## src/rtl/seg_scan_controller.sv

```systemverilog
// Two-digit multiplexed seven-segment scanner: shows the synchronized write-block
// select on the right digit and the read-block select on the left, with dark gaps between digits.
module seg_scan_controller #(
    parameter int REFRESH_DIV  = 100000,
    parameter int BLANK_CYCLES = 16
) (
    input  logic       clock,
    input  logic       reset,
    input  logic       enable,
    input  logic       switch0,
    input  logic       switch1,
    output logic       a0,
    output logic       a1,
    output logic [6:0] cathode,
    output logic       slot_tick
);

    localparam int CW          = (REFRESH_DIV > 2) ? $clog2(REFRESH_DIV) : 1;
    localparam int SHOW_CYCLES = REFRESH_DIV - BLANK_CYCLES;

    localparam logic [CW-1:0] BLANK_LAST = CW'(BLANK_CYCLES - 1);
    localparam logic [CW-1:0] SHOW_LAST  = CW'(SHOW_CYCLES - 1);
    localparam logic [6:0]    DARK       = 7'b1111111;

    typedef enum logic [1:0] {BLANK_R, SHOW_R, BLANK_L, SHOW_L} state_t;

    state_t        state, state_next;
    logic [CW-1:0] cnt, cnt_next;
    logic          last;
    logic [1:0]    sw_meta, sw_sync;
    logic          dig_r, dig_l;
    logic          a0_next, a1_next, tick_next;
    logic [6:0]    cathode_next;

    function automatic logic [6:0] glyph(input logic blk);
        return blk ? 7'b0010010 : 7'b1001111;
    endfunction

    // NOTE: sequential state uses non-blocking assignments so every flop samples
    // pre-edge values; the async reset branch also darkens the outputs instantly.
    always_ff @(posedge clock or posedge reset) begin
        if (reset) begin
            state     <= BLANK_R;
            cnt       <= '0;
            sw_meta   <= '0;
            sw_sync   <= '0;
            dig_r     <= 1'b0;
            dig_l     <= 1'b0;
            a0        <= 1'b1;
            a1        <= 1'b1;
            cathode   <= DARK;
            slot_tick <= 1'b0;
        end else begin
            sw_meta   <= {switch1, switch0};
            sw_sync   <= sw_meta;
            state     <= state_next;
            cnt       <= cnt_next;
            a0        <= a0_next;
            a1        <= a1_next;
            cathode   <= cathode_next;
            slot_tick <= tick_next;
            // Digit values freeze on the BLANK->SHOW edge and hold through the SHOW.
            if (enable && last && state == BLANK_R) dig_r <= sw_sync[0];
            if (enable && last && state == BLANK_L) dig_l <= sw_sync[1];
        end
    end

    // NOTE: every signal driven here gets a default first, so no path can infer a latch.
    always_comb begin
        state_next   = state;
        cnt_next     = cnt + 1'b1;
        a0_next      = 1'b1;
        a1_next      = 1'b1;
        cathode_next = DARK;
        tick_next    = 1'b0;
        last         = (state == SHOW_R || state == SHOW_L) ? (cnt == SHOW_LAST)
                                                            : (cnt == BLANK_LAST);

        if (!enable) begin
            state_next = BLANK_R;
            cnt_next   = '0;
        end else begin
            if (last) begin
                cnt_next = '0;
                unique case (state)
                    BLANK_R: state_next = SHOW_R;
                    SHOW_R:  state_next = BLANK_L;
                    BLANK_L: state_next = SHOW_L;
                    SHOW_L:  state_next = BLANK_R;
                    default: state_next = BLANK_R;
                endcase
            end

            // Outputs register the decode of the current slot, one clock behind the state.
            unique case (state)
                SHOW_R: begin
                    a0_next      = 1'b0;
                    cathode_next = glyph(dig_r);
                    tick_next    = last;
                end
                SHOW_L: begin
                    a1_next      = 1'b0;
                    cathode_next = glyph(dig_l);
                    tick_next    = last;
                end
                default: ;
            endcase
        end
    end

endmodule

```

## config.mk

```make
export PLATFORM = sky130hd
export DESIGN_NAME = seg_scan_controller
export DESIGN_NICKNAME = d
export VERILOG_FILES = /design/src/rtl/seg_scan_controller.sv
export SDC_FILE = /design/constraint.sdc
export NUM_CORES = 1
export LEC_CHECK = 0
export ABC_AREA = 1
export BUFFER_PORTS_ARGS = -buffer_cell sky130_fd_sc_hd__buf_2
export CORE_MARGIN = 3
export CORE_UTILIZATION = 30
export DETAILED_ROUTE_END_ITERATION = 7
export MAX_ROUTING_LAYER = met4
export PLACE_DENSITY = 0.47
export SKIP_LAST_GASP = 1
export SLEW_MARGIN = 20
export SYNTH_ARGS = -nofsm -noshare
export SYNTH_HDL_FRONTEND = slang
export SYNTH_SLANG_ARGS = --single-unit
```

## constraint.sdc

```tcl
create_clock -name clock -period 1.3 [get_ports clock]
set_input_delay 0.13 -clock clock [delete_from_list [all_inputs] [get_ports clock]]
set_output_delay 0.13 -clock clock [all_outputs]
set_load 0.01 [all_outputs]
```

After elaboration in Yosys (flattened, before gate mapping). Index checks and enable logic that the tools add are counted.

Divide/modulo/power cells: 0. $add $sub $neg: 1. Muxes and demuxes: 16. Multiply operators: 0. Bitwise operators: 0. Eq/ne operators: 6. Reductions and logical operators: 6. $lt $le $gt $ge: 0. Shift-type cells: 0.

Operator list (count): 17-bit two-way mux (2); 7-bit two-way mux (3); 17-bit by 1-bit adder with 17-bit output (second input constant) (1); 17-bit equality test (second input constant) (1); 17-bit by 4-bit equality test with 1-bit output (second input constant) (1); 7-bit one-hot mux with 2 select lines (1); 2-bit one-hot mux with 4 select lines (1); 1-bit two-way mux (7); 2-bit equality test (second input constant) (2); 2-bit two-way mux (2); 1-bit logical AND (3); 2-bit by 1-bit equality test with 1-bit output (second input constant) (1); 2-bit logical NOT (1); 2-bit by 1-bit != test with 1-bit output (second input constant) (1); 2-bit OR reduction (1); 1-bit logical OR (1).

RAM bits: 0. Bits in latches: 0. ROM bits: 0. Output and inout bits: 10. Memories: 0. Flip-flop bits (word level): 35. Logic and storage cells: 39.

Logic depth before layout (Yosys ltp).
Word-level depth: 5. Gate-level depth with buffers: 10. Mapped depth without buffers: 10.

Worst setup path before layout. OpenSTA, ideal clock, no wires.

Path kind: register -> register. Start: register cnt[0]. End: register cnt[16]. Arrival time: 1.284 ns. Setup time: 0.118 ns. Cell stages (with the launch flop): 9. Path slack: -0.102 ns. Clock period less this slack: 1.402 ns. Buffers on the path: 0. Cell sequence: dfrtp_1 > ha_1 > nand2_1 > nor2_1 > nand2_2 > nor2_2 > nand3_1 > nor3b_2 > nor2_1.

Cells in the longest elaborated chain, start to end: 4.

RTL lines: start: declaration (line 28) `logic [CW-1:0] cnt, cnt_next;`; start signal: assignment (line 57) `cnt <= cnt_next;`; branches (longest 2 deep; another with 17-bit by 1-bit adder with 17-bit output); 17-bit two-way mux (*) (line 83) `if (last) begin`; 17-bit two-way mux (*) (line 79) `if (!enable) begin`; via cnt_next[16] (line 28).

Mark *: on every way through the listed nets, which the timed path passes. A chain may end at the register's enable or synchronous reset.

Worst setup path after layout.
Start: register cnt[1]. End: register cnt[16].

Same word-level chain as after synthesis.

==> flow_metrics.py <==
metrics = {
    "grt": {
        "grt_pass1_wl_um": 6260,
        "globalRouteOverflowTotal": 0,
        "grt_usage_pct": 13.2,
        "grt_max_degree": 32,
        "grt_pass1_vias": 1375,
        "antenna_found_initial": 0,
    },
    "place": {
        "place_ws_ns": -0.163,
        "post_dp_cell_area_sq_um": 2010,
        "gp_congestion": 0.810,
        "dp_hpwl_um": 2670,
        "portBuffers": 13,
    },
    "sta": {
        "setup_violations": 19,
        "drv_slew": 0,
        "rsz0062_at_grt": "yes",
        "layout_setup_ws_ns": -0.191,
        "fin_crit_sh_pct": 115,
        "fin_skew_ns": 0.00390,
        "layout_min_cycle_time_ns": 1.49,
        "final-hold-violation-count": 0,
        "fmax_mhz": 671,
    },
    "setup_path": {
        "critPathKind": "flip-flop to flip-flop",
        "endpoint_kind": "flip-flop",
        "r2r_cells": 9,
        "required_ns": 1.48,
        "path_max_fanout": 4,
        "reg2reg_from": "cnt[1]$_DFF_PP0_",
        "startpoint_type": "flip-flop",
        "r2r_end": "cnt[16]$_DFF_PP0_",
        "reg2reg_slack_ns": -0.19,
        "arrival_ns": 1.67,
    },
    "cts": {
        "clk_path_buf_depth": 2,
        "cts_inserted_buffers": 5,
        "cts_num_sinks": 31,
        "cts_tree": "done",
        "root_buffer": "clkbuf_8",
        "htreeDepth": 2,
        "clkTransAtPathRegs_ns": 0.07,
        "clock_latency_ns": 0.28,
    },
    "route": {
        "vias": 1385,
        "ant_nets": 0,
        "drtIter0Drc": 51,
        "wl_um": 3710,
        "wire_per_inst_um": 11.3,
        "first_pass_iters": 4,
        "drc_errors": 0,
        "viasPerCell": 4.22,
    },
    "synthesis": {
        "synth_cells": 200,
        "yosys_warnings": 0,
        "syn_avg_cell_area_sq_um": 8.11,
        "syn_area_sq_um": 1620,
        "ys_ff_latch": 31,
        "seq_area_frac_synth_pct": 48.2,
        "synth_cell_types": 26,
        "synth_nets": 210,
    },
    "finish": {
        "multi_input_area_sq_um": 841,
        "antenna_cells": 0,
        "area_growth_pct": 45.1,
        "drive_gt1_share_pct": 44.2,
        "final_common_cell": "buf_4",
        "final_area_sq_um": 2350,
        "fin_util_pct": 45.5,
        "final-seq-area_sq_um": 783,
        "final_nets": 267,
        "final_cell_mix": "37 x buf_4, 28 x nand2_1, 27 x nor2_1, 25 x dfrtp_1, 24 x inv_1",
        "fillers": 512,
    },
    "worst_hold_path": {
        "hold_path_class": "input port to flip-flop",
        "hold_end": "cathode[5]$_DFF_PP1_",
        "hp-start": "enable",
        "hold_path_depth": 2,
    },
    "power": {
        "p_leak_nw": 1.10,
        "ir_worst_vdd_mv": 0.319,
        "power.density_nw_per_um2": 966,
    },
    "status": {
        "violations": "negative setup slack",
        "status": "finished, violations left",
    },
    "floorplanning": {
        "core_sq_um": 5170,
        "die_x_um": 79.6,
        "die-area_sq_um": 6330,
        "die_y_um": 79.6,
        "row_count": 26,
        "ios": 15,
        "start_util_pct": 31.4,
    },
    "job": {
        "maxCapViolations": 0,
    },
}
-- cell families after synthesis --
kind of cell	after synthesis	synth area share (%)
buf+inv	37	10.0
other cells	1	0.231
simple gates	113	31.5
flops	31	48.2
xor+xnor	7	3.78
compound gates	6	2.47
fa+ha+maj	5	3.86
-- worst max path at each step --
stage,from,endpoint,depth (start not counted)
CTS,cnt[1]$_DFF_PP0_,dig_l$_DFFE_PP0P_,8
floorplan,cnt[0]$_DFF_PP0_,cnt[16]$_DFF_PP0_,8
detailed placement,cnt[0]$_DFF_PP0_,cnt[16]$_DFF_PP0_,8
finish,cnt[1]$_DFF_PP0_,cnt[16]$_DFF_PP0_,9
global route,cnt[1]$_DFF_PP0_,cnt[16]$_DFF_PP0_,9
global placement,cnt[0]$_DFF_PP0_,cnt[16]$_DFF_PP0_,8
-- sequential cells by signal, summed over array words and instances (netlist names) --
| signal | count |
|---|---|
| sw_sync | 2 |
| sw_meta | 2 |
| a1 | 1 |
| dig_l | 1 |
| cathode | 3 |
| a0 | 1 |
| cnt | 17 |
| dig_r | 1 |
| state | 2 |
| slot_tick | 1 |
-- per-layer routing --
layer / share of wire, % / global-route usage (%) / vias to the layer above
met1: 48 / 16.8 / 626
met5: 0 / - / -
met3: 3.2 / 3.50 / 7
met2: 48 / 20.4 / 20
met4: 1.4 / 4.64 / 0
li1: - / - / 732
-- worst max-delay path: stages (launching register included) --
cell     delay [ns]
dfrtp_1        0.41
ha_4           0.17
buf_4          0.12
nand2_4        0.05
nor2_4         0.12
nand2_4        0.09
nor2_4         0.12
nand3_2        0.09
nor3b_2        0.16
nor2_1         0.05
-- synthesized netlist by cell type --
cell type / instances / area share (%)
nand2_2: 4 / 1.5
nand3_2: 2 / 1.2
nand2_1: 33 / 7.6
nor2_1: 39 / 9.0
and3_1: 1 / 0.39
o21ai_0: 2 / 0.62
buf_2: 1 / 0.31
inv_2: 2 / 0.46
nor3b_1: 1 / 0.46
inv_1: 29 / 6.7
xor2_1: 7 / 3.8
nand3_1: 12 / 3.7
buf_6: 1 / 0.69
dfrtp_1: 26 / 40
conb_1: 1 / 0.23
o21ai_2: 1 / 0.54
a21oi_1: 1 / 0.31
o221ai_1: 1 / 0.54
ha_1: 5 / 3.9
nor3_1: 13 / 4.0
nor3b_2: 1 / 0.77
dfstp_2: 5 / 8.1
buf_4: 4 / 1.9
o31ai_1: 1 / 0.46
nor2_2: 2 / 0.77
nand4_1: 5 / 1.9
-- through the flow --
step / TNS (ns) / std cells / hold WS [ns] / total power [mW]
after floorplan: -0.0358 / 200 / 0.161 / 1.18
after global placement: -1.01 / 311 / 0.238 / 1.25
after detailed placement: -1.26 / 311 / 0.237 / 1.25
after CTS: -0.845 / 324 / 0.113 / 2.28
after global routing: -3.81 / 328 / 0.120 / 2.38
final: -1.60 / 328 / 0.117 / 2.28
-- power breakdown --
part           leakage (nW)  switching, mW  internal [mW]
clock network        0.0612          0.379          0.620
registers             0.401         0.0269           1.01
logic                 0.642          0.136          0.105
total                  1.10          0.542           1.73
-- cell type report --
class	instances	area share [%]
clock buffers	6	3.51
clock inverters	2	1.49
inverters	31	5.05
multi-input cells	132	35.7
flip-flops and latches	31	33.3
well taps	70	3.72
repair buffers	56	17.3
-- timing repair --
action / 4_1_cts / 5_1_grt
endpoints found under the hold margin: 28 / 0
setup endpoints to repair: 20 / 22
pin swaps: 14 / 14
buffers inserted: 2 / 5
resized for setup: 18 / 26
cloned: 0 / 0
hold buffers: 3 / 0
Power figures use the tool's default switching activity.
